**src/rtl/mips_dbg_pkg.sv**
```systemverilog
`default_nettype none
// ============================================================================
// Module : mips_dbg_pkg
// Brief  : Shared widths and loader FSM state encodings for mips_debug_loader.
// Rev    : 1.0 - initial release
// ============================================================================
package mips_dbg_pkg;

    localparam int WORD_W  = 32;
    localparam int REG_AW  = 5;
    localparam int STATE_W = 3;

    typedef logic [STATE_W-1:0] state_t;

    localparam logic [2:0] IDLE     = 3'd0;
    localparam logic [2:0] LOAD     = 3'd1;
    localparam logic [2:0] START    = 3'd2;
    localparam logic [2:0] RUN      = 3'd3;
    localparam logic [2:0] DUMP_RD  = 3'd4;
    localparam logic [2:0] DUMP_CAP = 3'd5;
    localparam logic [2:0] DUMP_OUT = 3'd6;

endpackage
`default_nettype wire

```
**src/rtl/mips_dbg_byte_packer.sv**
```systemverilog
`default_nettype none
// ============================================================================
// Module : mips_dbg_byte_packer
// Brief  : Big-endian 8-to-32 assembler; o_word_done marks the 4th byte.
// Rev    : 1.0 - initial release
// ============================================================================
module mips_dbg_byte_packer
    import mips_dbg_pkg::*;
(
    input  logic              clk1,
    input  logic              rst,
    input  logic              i_clear,
    input  logic              i_valid,
    input  logic [7:0]        i_byte,
    output logic              o_word_done,
    output logic [WORD_W-1:0] o_word
);

    logic [23:0] r_shift;
    logic [1:0]  r_byte_idx;

    always_ff @(posedge clk1 or posedge rst) begin
        if (rst) begin
            r_shift    <= '0;
            r_byte_idx <= '0;
        end else if (i_clear) begin
            r_shift    <= '0;
            r_byte_idx <= '0;
        end else if (i_valid) begin
            r_shift    <= {r_shift[15:0], i_byte};
            r_byte_idx <= r_byte_idx + 2'd1;
        end
    end

    // The completed word is presented combinationally alongside the 4th byte.
    assign o_word_done = i_valid && (r_byte_idx == 2'd3);
    assign o_word      = {r_shift, i_byte};

endmodule
`default_nettype wire

```
**src/rtl/mips_debug_loader.sv**
```systemverilog
`default_nettype none
// ============================================================================
// Module : mips_debug_loader
// Brief  : Loads a program into IMEM, runs the core to halt, dumps registers.
// Rev    : 1.0 - initial release
// ============================================================================
module mips_debug_loader
    import mips_dbg_pkg::*;
#(
    parameter int IMEM_AW     = 10,
    parameter int NUM_DUMP    = 6,
    parameter int RUN_TIMEOUT = 4096,
    parameter int TO_W        = 16
) (
    input  logic               clk1,
    input  logic               rst,
    input  logic               in_valid,
    output logic               in_ready,
    input  logic [7:0]         in_data,
    output logic               imem_we,
    output logic [IMEM_AW-1:0] imem_addr,
    output logic [WORD_W-1:0]  imem_wdata,
    output logic               core_reset,
    input  logic               core_halted,
    output logic [REG_AW-1:0]  reg_raddr,
    input  logic [WORD_W-1:0]  reg_rdata,
    output logic               out_valid,
    input  logic               out_ready,
    output logic [WORD_W-1:0]  out_data,
    output logic               busy,
    output logic               timeout
);

    localparam logic [TO_W-1:0]   c_to_last   = TO_W'(RUN_TIMEOUT - 1);
    localparam logic [REG_AW-1:0] c_dump_last = REG_AW'(NUM_DUMP - 1);

    state_t              r_state;
    logic [7:0]          r_count;
    logic [IMEM_AW-1:0]  r_widx;
    logic [TO_W-1:0]     r_to_cnt;
    logic [REG_AW-1:0]   r_didx;
    logic                r_core_reset;
    logic                r_imem_we;
    logic [IMEM_AW-1:0]  r_imem_addr;
    logic [WORD_W-1:0]   r_imem_wdata;
    logic [REG_AW-1:0]   r_reg_raddr;
    logic                r_out_valid;
    logic [WORD_W-1:0]   r_out_data;
    logic                r_timeout;

    logic                w_in_ready;
    logic                w_accept;
    logic                w_word_done;
    logic [WORD_W-1:0]   w_word;
    logic                w_last_word;

    assign w_in_ready  = (r_state == IDLE) || (r_state == LOAD);
    assign w_accept    = in_valid && w_in_ready;
    assign w_last_word = (r_widx == IMEM_AW'(r_count - 8'd1));

    mips_dbg_byte_packer u_packer (
        .clk1        (clk1),
        .rst         (rst),
        .i_clear     (w_accept && (r_state == IDLE)),
        .i_valid     (w_accept && (r_state == LOAD)),
        .i_byte      (in_data),
        .o_word_done (w_word_done),
        .o_word      (w_word)
    );

    always_ff @(posedge clk1 or posedge rst) begin
        if (rst) begin
            r_state      <= IDLE;
            r_count      <= '0;
            r_widx       <= '0;
            r_to_cnt     <= '0;
            r_didx       <= '0;
            r_core_reset <= 1'b1;
            r_imem_we    <= 1'b0;
            r_imem_addr  <= '0;
            r_imem_wdata <= '0;
            r_reg_raddr  <= '0;
            r_out_valid  <= 1'b0;
            r_out_data   <= '0;
            r_timeout    <= 1'b0;
        end else begin
            r_imem_we <= 1'b0;
            case (r_state)
                IDLE: begin
                    if (w_accept && (in_data != 8'd0)) begin
                        r_count   <= in_data;
                        r_widx    <= '0;
                        r_timeout <= 1'b0;
                        r_state   <= LOAD;
                    end
                end
                LOAD: begin
                    if (w_word_done) begin
                        r_imem_we    <= 1'b1;
                        r_imem_addr  <= r_widx;
                        r_imem_wdata <= w_word;
                        r_widx       <= r_widx + IMEM_AW'(1);
                        if (w_last_word) begin
                            r_state <= START;
                        end
                    end
                end
                START: begin
                    r_core_reset <= 1'b0;
                    r_to_cnt     <= '0;
                    r_state      <= RUN;
                end
                RUN: begin
                    // Halt takes priority over expiry in the same cycle.
                    if (core_halted || (r_to_cnt == c_to_last)) begin
                        r_timeout   <= !core_halted;
                        r_didx      <= '0;
                        r_reg_raddr <= '0;
                        r_state     <= DUMP_RD;
                    end else begin
                        r_to_cnt <= r_to_cnt + TO_W'(1);
                    end
                end
                DUMP_RD: begin
                    r_state <= DUMP_CAP;
                end
                DUMP_CAP: begin
                    r_out_data  <= reg_rdata;
                    r_out_valid <= 1'b1;
                    r_state     <= DUMP_OUT;
                end
                DUMP_OUT: begin
                    if (out_ready) begin
                        r_out_valid <= 1'b0;
                        if (r_didx == c_dump_last) begin
                            r_didx       <= '0;
                            r_core_reset <= 1'b1;
                            r_state      <= IDLE;
                        end else begin
                            r_didx      <= r_didx + REG_AW'(1);
                            r_reg_raddr <= r_didx + REG_AW'(1);
                            r_state     <= DUMP_RD;
                        end
                    end
                end
                default: begin
                    r_state <= IDLE;
                end
            endcase
        end
    end

    assign in_ready   = w_in_ready;
    assign imem_we    = r_imem_we;
    assign imem_addr  = r_imem_addr;
    assign imem_wdata = r_imem_wdata;
    assign core_reset = r_core_reset;
    assign reg_raddr  = r_reg_raddr;
    assign out_valid  = r_out_valid;
    assign out_data   = r_out_data;
    assign busy       = (r_state != IDLE);
    assign timeout    = r_timeout;

endmodule
`default_nettype wire

```
**config.mk**
```make
export PLATFORM = sky130hd
export DESIGN_NAME = mips_debug_loader
export DESIGN_NICKNAME = d
export VERILOG_FILES = /design/src/rtl/mips_dbg_pkg.sv /design/src/rtl/mips_dbg_byte_packer.sv /design/src/rtl/mips_debug_loader.sv
export SDC_FILE = /design/constraint.sdc
export NUM_CORES = 1
export LEC_CHECK = 0
export BUFFER_PORTS_ARGS = -buffer_cell sky130_fd_sc_hd__buf_4
export CORE_ASPECT_RATIO = 0.75
export CORE_UTILIZATION = 50
export DETAILED_ROUTE_END_ITERATION = 10
export PLACE_DENSITY = 0.74
export RECOVER_POWER = 100
export SYNTH_ARGS = -nofsm -noshare
export SYNTH_HDL_FRONTEND = slang
export SYNTH_SLANG_ARGS = --single-unit
```
**constraint.sdc**
```tcl
create_clock -name clk1 -period 5.8 [get_ports clk1]
set_input_delay 1.16 -clock clk1 [delete_from_list [all_inputs] [get_ports clk1]]
set_output_delay 1.16 -clock clk1 [all_outputs]
set_load 0.02 [all_outputs]
```
==> flow_summary.json, run 1 <==
{
  "pre_cts_slack_ps": 2460,
  "post_cts_resized": 0,
  "startpoint_type": "primary input",
  "fp.coreArea_mm2": 0.0125,
  "wirelength_um": 15500,
  "ir_drop_mv": 0.325,
  "ios": 130,
  "crit_chain": "clkbuf_1 -> nor3b_1 -> clkbuf_1 -> nand3_1 -> clkbuf_1 -> o21ai_0",
  "critPathMaxFanout": 44,
  "drc": 1,
  "worst_setup_path_end_kind": "register",
  "start_util_pct": 52.2,
  "crit_family": "buffers and inverters",
  "cts_buffer_depth": 2,
  "final_core_util_pct": 62.8,
  "final_net_count": 831,
  "io_buffer_count": 129,
  "timing.rr.start": "r_state[0]",
  "dpl.hpwl_um": 10200,
  "yosysTopAreaCellShare_pct": 57.4,
  "worstReg2RegEnd": "r_to_cnt[15]",
  "hold_ws_ps": 473,
  "period_needed_ps": 3640,
  "critPathBufInv": 3,
  "critPathKind": "in -> reg",
  "ys_ff_latch": 151,
  "synth_edf_count": 0,
  "clkSlewWorstSetupHoldPaths_ps": 60,
  "grt_pass1_vias": 5137,
  "critPathRequiredTime_ps": 6020,
  "final_antenna_net_count": 0,
  "syn_avg_cell_area_um2": 9.97,
  "worstHoldPathType": "reg -> reg",
  "seqCellArea_mm2": 0.00378,
  "tightest_slew_ps": 1970,
  "yosysSeqAreaShare_pct": 57.8,
  "drt-initial-drc-count": 495,
  "maxCapViolCount": 4,
  "power.leakage_nw": 3.69,
  "r2r_slack_ps": 2200,
  "antenna_found_initial": 0,
  "violations": "DRC, capacitance limit, slew limit",
  "firstDrtPassIters": 8,
  "fin_crit_sh_pct": 62.8,
  "syn_area_mm2": 0.00654,
  "viasPerCell": 5.42,
  "power.density_mw_per_mm2": 543,
  "die_h_um": 101,
  "area_growth_pct": 20.3,
  "synthFlopType": "dfrtp_1",
  "filler_cell_count": 1122,
  "crit_slowest_cell": "clkbuf_1",
  "finalWorstSetupSlack_ps": 2160,
  "cts_made_buffers": 17,
  "clk_latency_ps": 420,
  "crit_arrival_ps": 3860,
  "async_reset_ff_share_pct": 100,
  "cts_hold_buf": 0,
  "setup_viol": 0,
  "final_max_slew_viol_count": 135,
  "cpPeakStageDelay_ps": 1430,
  "min_from": "imem_wdata[7]",
  "min_path_cells": 2,
  "diodes": 0,
  "fin_skew_ps": 8.19,
  "setup_tns_ps": 0,
  "cts_tree": "yes",
  "rsz0062_at_grt": "false",
  "synth_top_cell_by_area": "dfrtp_1",
  "ys_types": 48,
  "grt_use_total_pct": 24.3,
  "dieArea_mm2": 0.0135,
  "routedWlPerCell_um": 16.1,
  "post-cts-setup-buffers": 0,
  "crit_top_cell": "clkbuf_1",
  "ys_warn_count": 0,
  "grt_pass1_wl_um": 25800,
  "clock_sinks": 151,
  "multi_input_area_mm2": 0.00253,
  "finalHoldViolCount": 0,
  "dp.cells": 927,
  "syn_inst": 656,
  "grt_max_degree": 99,
  "status": "finished with violations",
  "synthTopCellsByCount": "nand2_1 (200), dfrtp_1 (150), nand3_1 (41)",
  "gp_congestion": 0.872,
  "cts_max_level": 4,
  "drive_gt1_share_pct": 14.5,
  "reg2regPathDepth": 7,
  "synthTopCellsByArea": "dfrtp_1 (57%), nand2_1 (11%), mux2_2 (6.4%), nand3_1 (3.1%), xnor2_1 (2.5%)",
  "rows": 35,
  "synthesis.nets": 707,
  "cts.root.buffer_cell": "clkbuf_16",
  "overflow": 0,
  "final_cells": 959,
  "vias": 5197,
  "clock.fmax_mhz": 274,
  "slew-limit-headroom_pct": -31.3,
  "whs_endpoint": "imem_wdata[7]",
  "yosys.cell_count.top_type": "nand2_1",
  "die_x_um": 134
}
[kinds of logic after synthesis]
kind of cell | share of synthesized area [%]
AO/OA/AOI/OAI | 5.89
XOR/XNOR | 3.62
adder cells (fa/ha/maj) | 1.15
buffers and inverters | 2.87
flip-flops | 57.8
multiplexers | 6.37
AND/OR/NAND/NOR | 22.3
[worst max path at each step]
stage | from | to | slack, ps | cells past startpoint
after floorplan | rst | imem_addr[0] | 580 | 1
after global placement | in_valid | imem_addr[6] | 2570 | 7
after detailed placement | in_valid | imem_wdata[11] | 2460 | 7
after CTS | in_valid | imem_wdata[11] | 2890 | 7
after global routing | r_state[0] | r_to_cnt[15] | 1820 | 7
final | in_valid | imem_addr[5] | 2160 | 6
[metal layers]
| layer | share of wire (%) | global-route usage, % | wire length [µm] | vias up |
|---|---|---|---|---|
| met5 | 0 | 0 | 0 | - |
| met4 | 1.9 | 9.08 | 301 | 0 |
| met3 | 5.8 | 5.68 | 896 | 31 |
| met2 | 47 | 37.4 | 7280 | 167 |
| met1 | 45 | 33.8 | 7000 | 2568 |
| li1 | - | - | - | 2431 |
[worst register-to-register path, stage by stage, from the launching register on]
cell and delay [ps]:
dfrtp_1 400, clkbuf_1 1170, nand3b_1 370, or2_0 380
a31o_1 460, nor4_1 430, xnor2_1 160, nor2_1 60
[placed cells by master, fill, tap and decap left out, types with 2 or more instances in the layout]
cell type / instances
xnor2_1: 19
nor3b_1: 2
nand2_1: 200
o211a_1: 2
o21a_1: 2
buf_4: 42
nor3_1: 17
ha_1: 6
nand3_1: 41
clkbuf_1: 93
xor2_1: 8
o22ai_1: 2
nor2_1: 37
nand4_1: 6
o31ai_1: 2
nand2b_1: 4
bufinv_16: 4
or3_1: 4
a21oi_1: 13
mux2_2: 36
or4_1: 3
inv_6: 5
nand3b_1: 4
o21ai_0: 25
clkbuf_16: 17
a21o_1: 5
inv_1: 12
o211ai_1: 2
a31oi_1: 4
clkinvlp_4: 5
dfrtp_1: 150
nor4_1: 4
[cell type report]
| type | count | share of cell area [%] |
|---|---|---|
| clock buffers | 18 | 5.45 |
| well taps | 166 | 2.64 |
| repair buffers | 135 | 8.49 |
| inverters | 14 | 0.731 |
| clock inverters | 14 | 2.51 |
| flip-flops and latches | 151 | 48.0 |
| multi-input cells | 461 | 32.1 |
[power by group]
part / internal (mW) / switching [mW] / leakage, nW / total (mW)
registers: 1.41 / 0.277 / 1.89 / 1.69
logic: 0.484 / 0.928 / 1.52 / 1.41
clock network: 0.725 / 0.452 / 0.290 / 1.18
[sequential cells by signal, summed over array words and instances (netlist names), 5 cells and up]
signal and count:
r_didx 5, reg_raddr 5, r_to_cnt 16, r_widx 10
imem_addr 10, u_packer.r_shift 24, imem_wdata 32, r_count 8
out_data 32
[metrics by stage]
stage               power (mW)  area, µm²
floorplan                 2.69       6540
global placement          3.26       7640
detailed placement        3.33       7640
CTS                       4.52       8270
global route              4.54       7870
finish                    4.28       7870
(Power assumes the default switching activity.)
==> inputs of run 2 (changes only) <==
clock period = 3.7 ns   (was 5.8 ns; I/O delays follow)
==> run 2 against run 1 <==
Against the previous run: final cell count grew 0.63%; sequential power grew 57%; worst setup slack lost 1500 ps; register-to-register slack lost 1500 ps; largest cell class unchanged; clock-buffer cell count grew 1; first-iteration DRC count shrank 25%; via count grew 0.62%; highest routed layer unchanged; sequential cell count is the same; non-clock buffer count grew 6; the flow finishes with violations (capacitance limit, slew limit).
==> flow_summary.json, run 2 (synthesized netlist as in run 1, its figures left out) <==
{
  "grt_pass1_vias": 5117,
  "setup_tns_ps": 0,
  "worst_setup_path_end_kind": "register",
  "viasPerCell": 5.42,
  "clock_sinks": 151,
  "cts_tree": "yes",
  "multi_input_area_mm2": 0.00255,
  "period_needed_ps": 3030,
  "maxCapViolCount": 1,
  "wirelength_um": 15100,
  "area_growth_pct": 20.9,
  "critPathRequiredTime_ps": 3950,
  "crit_family": "buffers and inverters",
  "ios": 130,
  "crit_slowest_cell": "clkbuf_1",
  "drive_gt1_share_pct": 15.8,
  "fp.coreArea_mm2": 0.0125,
  "filler_cell_count": 1103,
  "diodes": 0,
  "rsz0062_at_grt": "false",
  "antenna_found_initial": 0,
  "hold_ws_ps": 471,
  "cts_buffer_depth": 2,
  "ir_drop_mv": 0.460,
  "power.leakage_nw": 3.74,
  "final_net_count": 837,
  "final_core_util_pct": 63.2,
  "final_cells": 965,
  "gp_congestion": 0.846,
  "dieArea_mm2": 0.0135,
  "overflow": 0,
  "final_cell_mix": "nand2_1 (200), dfrtp_1 (150), clkbuf_1 (92)",
  "grt_use_total_pct": 23.7,
  "critPathBufInv": 1,
  "final_antenna_net_count": 0,
  "post_cts_resized": 0,
  "dpl.hpwl_um": 10400,
  "final_max_slew_viol_count": 48,
  "seqCellArea_mm2": 0.00378,
  "clock.fmax_mhz": 330,
  "drt-initial-drc-count": 371,
  "die_x_um": 134,
  "critPathKind": "reg -> reg",
  "io_buffer_count": 129,
  "setup_viol": 0,
  "tightest_slew_ps": 2020,
  "power.density_mw_per_mm2": 836,
  "crit_chain": "clkbuf_1 -> o311a_1 -> nand4_4 -> nor4_1 -> xnor2_1 -> nor2_1",
  "slew-limit-headroom_pct": -35.6,
  "firstDrtPassIters": 6,
  "rows": 35,
  "startpoint_type": "register",
  "fin_skew_ps": 13.3,
  "drc": 0,
  "grt_max_degree": 48,
  "fin_crit_sh_pct": 82.0,
  "worstHoldPathType": "reg -> reg",
  "critPathMaxFanout": 30,
  "dp.cells": 933,
  "cts_max_level": 4,
  "violations": "capacitance limit, slew limit",
  "status": "finished with violations",
  "clk_latency_ps": 420,
  "cpPeakStageDelay_ps": 950,
  "crit_arrival_ps": 3280,
  "cts_made_buffers": 17,
  "cts.root.buffer_cell": "clkbuf_16",
  "die_h_um": 101,
  "post-cts-setup-buffers": 0,
  "routedWlPerCell_um": 15.7,
  "final_common_cell": "nand2_1",
  "start_util_pct": 52.2,
  "vias": 5229,
  "cts_hold_buf": 0,
  "finalHoldViolCount": 0,
  "clkSlewWorstSetupHoldPaths_ps": 60,
  "grt_pass1_wl_um": 25100
}
==> run 2: cell count changes in the layout (fill, tap and decap cells not counted), moves of 2 or more <==
cell and delta:
buf_4 +5, clkbuf_2 +3, clkinv_4 +4, clkinvlp_4 -4
inv_6 -2
==> run 2: final cells by class <==
class,count,area share [%]
clock buffer,19,5.47
clock inverter,13,2.14
inverter,14,0.680
multi-input combinational,461,32.3
sequential,151,47.8
tap,166,2.63
timing repair buffer,141,9.01
==> run 2: final timing paths <==
| check | start | end | slack, ps | cells past startpoint |
|---|---|---|---|---|
| setup / recovery | r_state[0] | r_widx[9] | 670 | 6 |
| hold / removal | imem_wdata[31] | imem_wdata[31] | 470 | 2 |
| min in group asynchronous | rst | timeout | 860 | 2 |
| setup reg to reg | r_state[0] | r_widx[9] | 670 | 6 |
| max in group asynchronous | rst | r_count[3] | 980 | 3 |
| hold reg to reg | imem_wdata[31] | imem_wdata[31] | 470 | 2 |
==> run 2: power by group <==
group | total (mW) | switching [mW] | internal (mW)
Clock | 1.75 | 0.683 | 1.07
Combinational | 2.21 | 1.44 | 0.767
Sequential | 2.66 | 0.445 | 2.21
Total | 6.61 | 2.57 | 4.05
==> run 2: tightest hold or removal path, stage by stage (launching register included) <==
cell     delay, ps
dfrtp_1        340
nand2_1         50
nand2_1         50
==> run 2: stage by stage <==
stage                     setup WS, ps  area, µm²  power, mW
final                              667       7910       6.61
after global routing               402       7910       7.01
after CTS                          993       8300       7.00
after detailed placement          1000       7690       5.20
after global placement            1080       7690       5.11
after floorplan                   1060       6550       4.21
==> run 2: routing by layer <==
layer / up-vias / global-route usage (%) / wire (µm)
li1: 2451 / - / -
met5: - / 0 / 0
met4: 0 / 6.74 / 167
met1: 2596 / 32.0 / 6760
met2: 166 / 37.3 / 7170
met3: 16 / 7.14 / 1020
==> inputs of run 3 (changes only) <==
clock period = 3.1 ns   (was 3.7 ns; I/O delays follow)
==> run 3 against run 2 <==
Against the previous run: largest power group unchanged; combinational power grew 21%; clock-buffer cell count is 1 lower; final cell count fell by 0.21%; the flow still finishes with violations (capacitance limit, slew limit); largest cell class unchanged.
==> flow_summary.json, run 3 (synthesized netlist as in run 1, its figures left out) <==
{
  "cts.root.buffer_cell": "clkbuf_16",
  "finalHoldViolCount": 0,
  "maxCapViolCount": 2,
  "crit_arrival_ps": 2840,
  "cts_tree": "yes",
  "violations": "capacitance limit, slew limit",
  "final_common_cell": "nand2_1",
  "final_net_count": 836,
  "cts_hold_buf": 0,
  "whs_endpoint": "out_data[29]",
  "post_cts_resized": 0,
  "grt_pass1_vias": 5132,
  "rsz0062_at_grt": "false",
  "firstDrtPassIters": 5,
  "dpl.hpwl_um": 10300,
  "status": "finished with violations",
  "min_from": "reg_rdata[29]",
  "setup_viol": 0,
  "startpoint_type": "register",
  "crit_slowest_cell": "clkbuf_1",
  "drc": 0,
  "pwr-share-clk_pct": 27.1,
  "gp_congestion": 0.823,
  "clock_sinks": 151,
  "cts_made_buffers": 17,
  "routedWlPerCell_um": 15.7,
  "dieArea_mm2": 0.0135,
  "final_max_slew_viol_count": 71,
  "power.leakage_nw": 3.77,
  "overflow": 0,
  "fin_skew_ps": 9.74,
  "wirelength_um": 15100,
  "worst_setup_path_end_kind": "register",
  "reg2regPathDepth": 4,
  "slew-limit-headroom_pct": -27.1,
  "clock.fmax_mhz": 394,
  "setup_tns_ps": 0,
  "ir_drop_mv": 0.579,
  "rows": 35,
  "p_comb_share_pct": 33.4,
  "dpl_cell_area_mm2": 0.00771,
  "grt.met3_usage_pct": 5.18,
  "antenna_found_initial": 0,
  "worstHoldPathType": "in -> reg",
  "power.density_mw_per_mm2": 1000,
  "critPathRequiredTime_ps": 3400,
  "cts_buffer_depth": 2,
  "use_met1_pct": 33.8,
  "min_path_cells": 2,
  "grt_max_degree": 52,
  "crit_chain": "inv_1 -> nand3_1 -> clkbuf_1 -> mux2_2",
  "ios": 130,
  "clkSlewWorstSetupHoldPaths_ps": 60,
  "fin_crit_sh_pct": 81.9,
  "fp.coreArea_mm2": 0.0125,
  "clk_latency_ps": 420,
  "p_total_mw": 7.99,
  "critPathKind": "reg -> reg",
  "timing.rr.start": "r_state[1]",
  "drt-initial-drc-count": 337,
  "grt_use_total_pct": 24.1,
  "cts_max_level": 4,
  "cpPeakStageDelay_ps": 1180,
  "drive_gt1_share_pct": 16.2,
  "start_util_pct": 52.2,
  "area_growth_pct": 21.8,
  "die_x_um": 134,
  "io_buffer_count": 129,
  "period_needed_ps": 2540,
  "die_h_um": 101,
  "grt_use_met2_pct": 36.3,
  "final_antenna_net_count": 0,
  "vias": 5172,
  "final_core_util_pct": 63.6,
  "viasPerCell": 5.37,
  "final_area_mm2": 0.00797,
  "r2r_slack_ps": 560,
  "grt_pass1_wl_um": 25400,
  "internal-power_mw": 4.93,
  "final_cell_mix": "nand2_1 (200), dfrtp_1 (150), clkbuf_1 (87)",
  "switching_share_pct": 38.3,
  "diodes": 0,
  "tightest_slew_ps": 1900,
  "worstReg2RegEnd": "out_data[16]",
  "top_usage_layer": "met2",
  "post-cts-setup-buffers": 0,
  "critPathMaxFanout": 32,
  "seqPwrFrac_pct": 39.5,
  "p_sw_mw": 3.06
}
run 3: metal layers:
layer | vias to the layer above | share of wire, %
met2 | 150 | 46
li1 | 2452 | -
met3 | 32 | 5.0
met4 | 0 | 2.2
met5 | - | 0
met1 | 2538 | 47
run 3: worst max-delay path by stage:
stage / startpoint / end / slack [ps]
2_1_floorplan: rst / imem_addr[0] / 580
3_3_place_gp: in_data[4] / r_widx[8] / 820
3_5_place_dp: in_valid / r_widx[9] / 790
4_1_cts: r_state[2] / r_count[7] / 810
5_1_grt: r_state[1] / out_data[26] / 330
6_report: r_state[1] / out_data[16] / 560
run 3: area by class of cell:
| type | instances | area [µm²] |
|---|---|---|
| clock buffer | 18 | 439 |
| clock inverter | 13 | 179 |
| fill | 1048 | 4560 |
| inverter | 14 | 53.8 |
| multi-input combinational | 461 | 2570 |
| sequential | 151 | 3780 |
| tap | 166 | 208 |
| timing repair buffer | 140 | 742 |
run 3: stage by stage:
stage	worst slack (ps)	hold slack [ps]	std cells
2_1_floorplan	578	439	656
3_3_place_gp	825	453	932
3_5_place_dp	789	465	932
4_1_cts	810	414	963
5_1_grt	334	414	963
6_report	560	430	963
run 3: worst max-delay path, delay by kind of cell, from the launching register on:
| kind | cells | cell delay [ps] |
|---|---|---|
| mux | 1 | 440 |
| flops | 1 | 510 |
| buf+inv | 2 | 1360 |
| simple gates | 1 | 100 |
run 3: power by group through the flow:
stage          combinational [mW]  clock, mW  sequential, mW
2_1_floorplan                1.46          0            3.57
3_3_place_gp                 2.97          0            3.14
3_5_place_dp                 3.06          0            3.17
4_1_cts                      3.08       2.20            3.16
5_1_grt                      2.96       2.28            3.25
6_report                     2.67       2.16            3.16
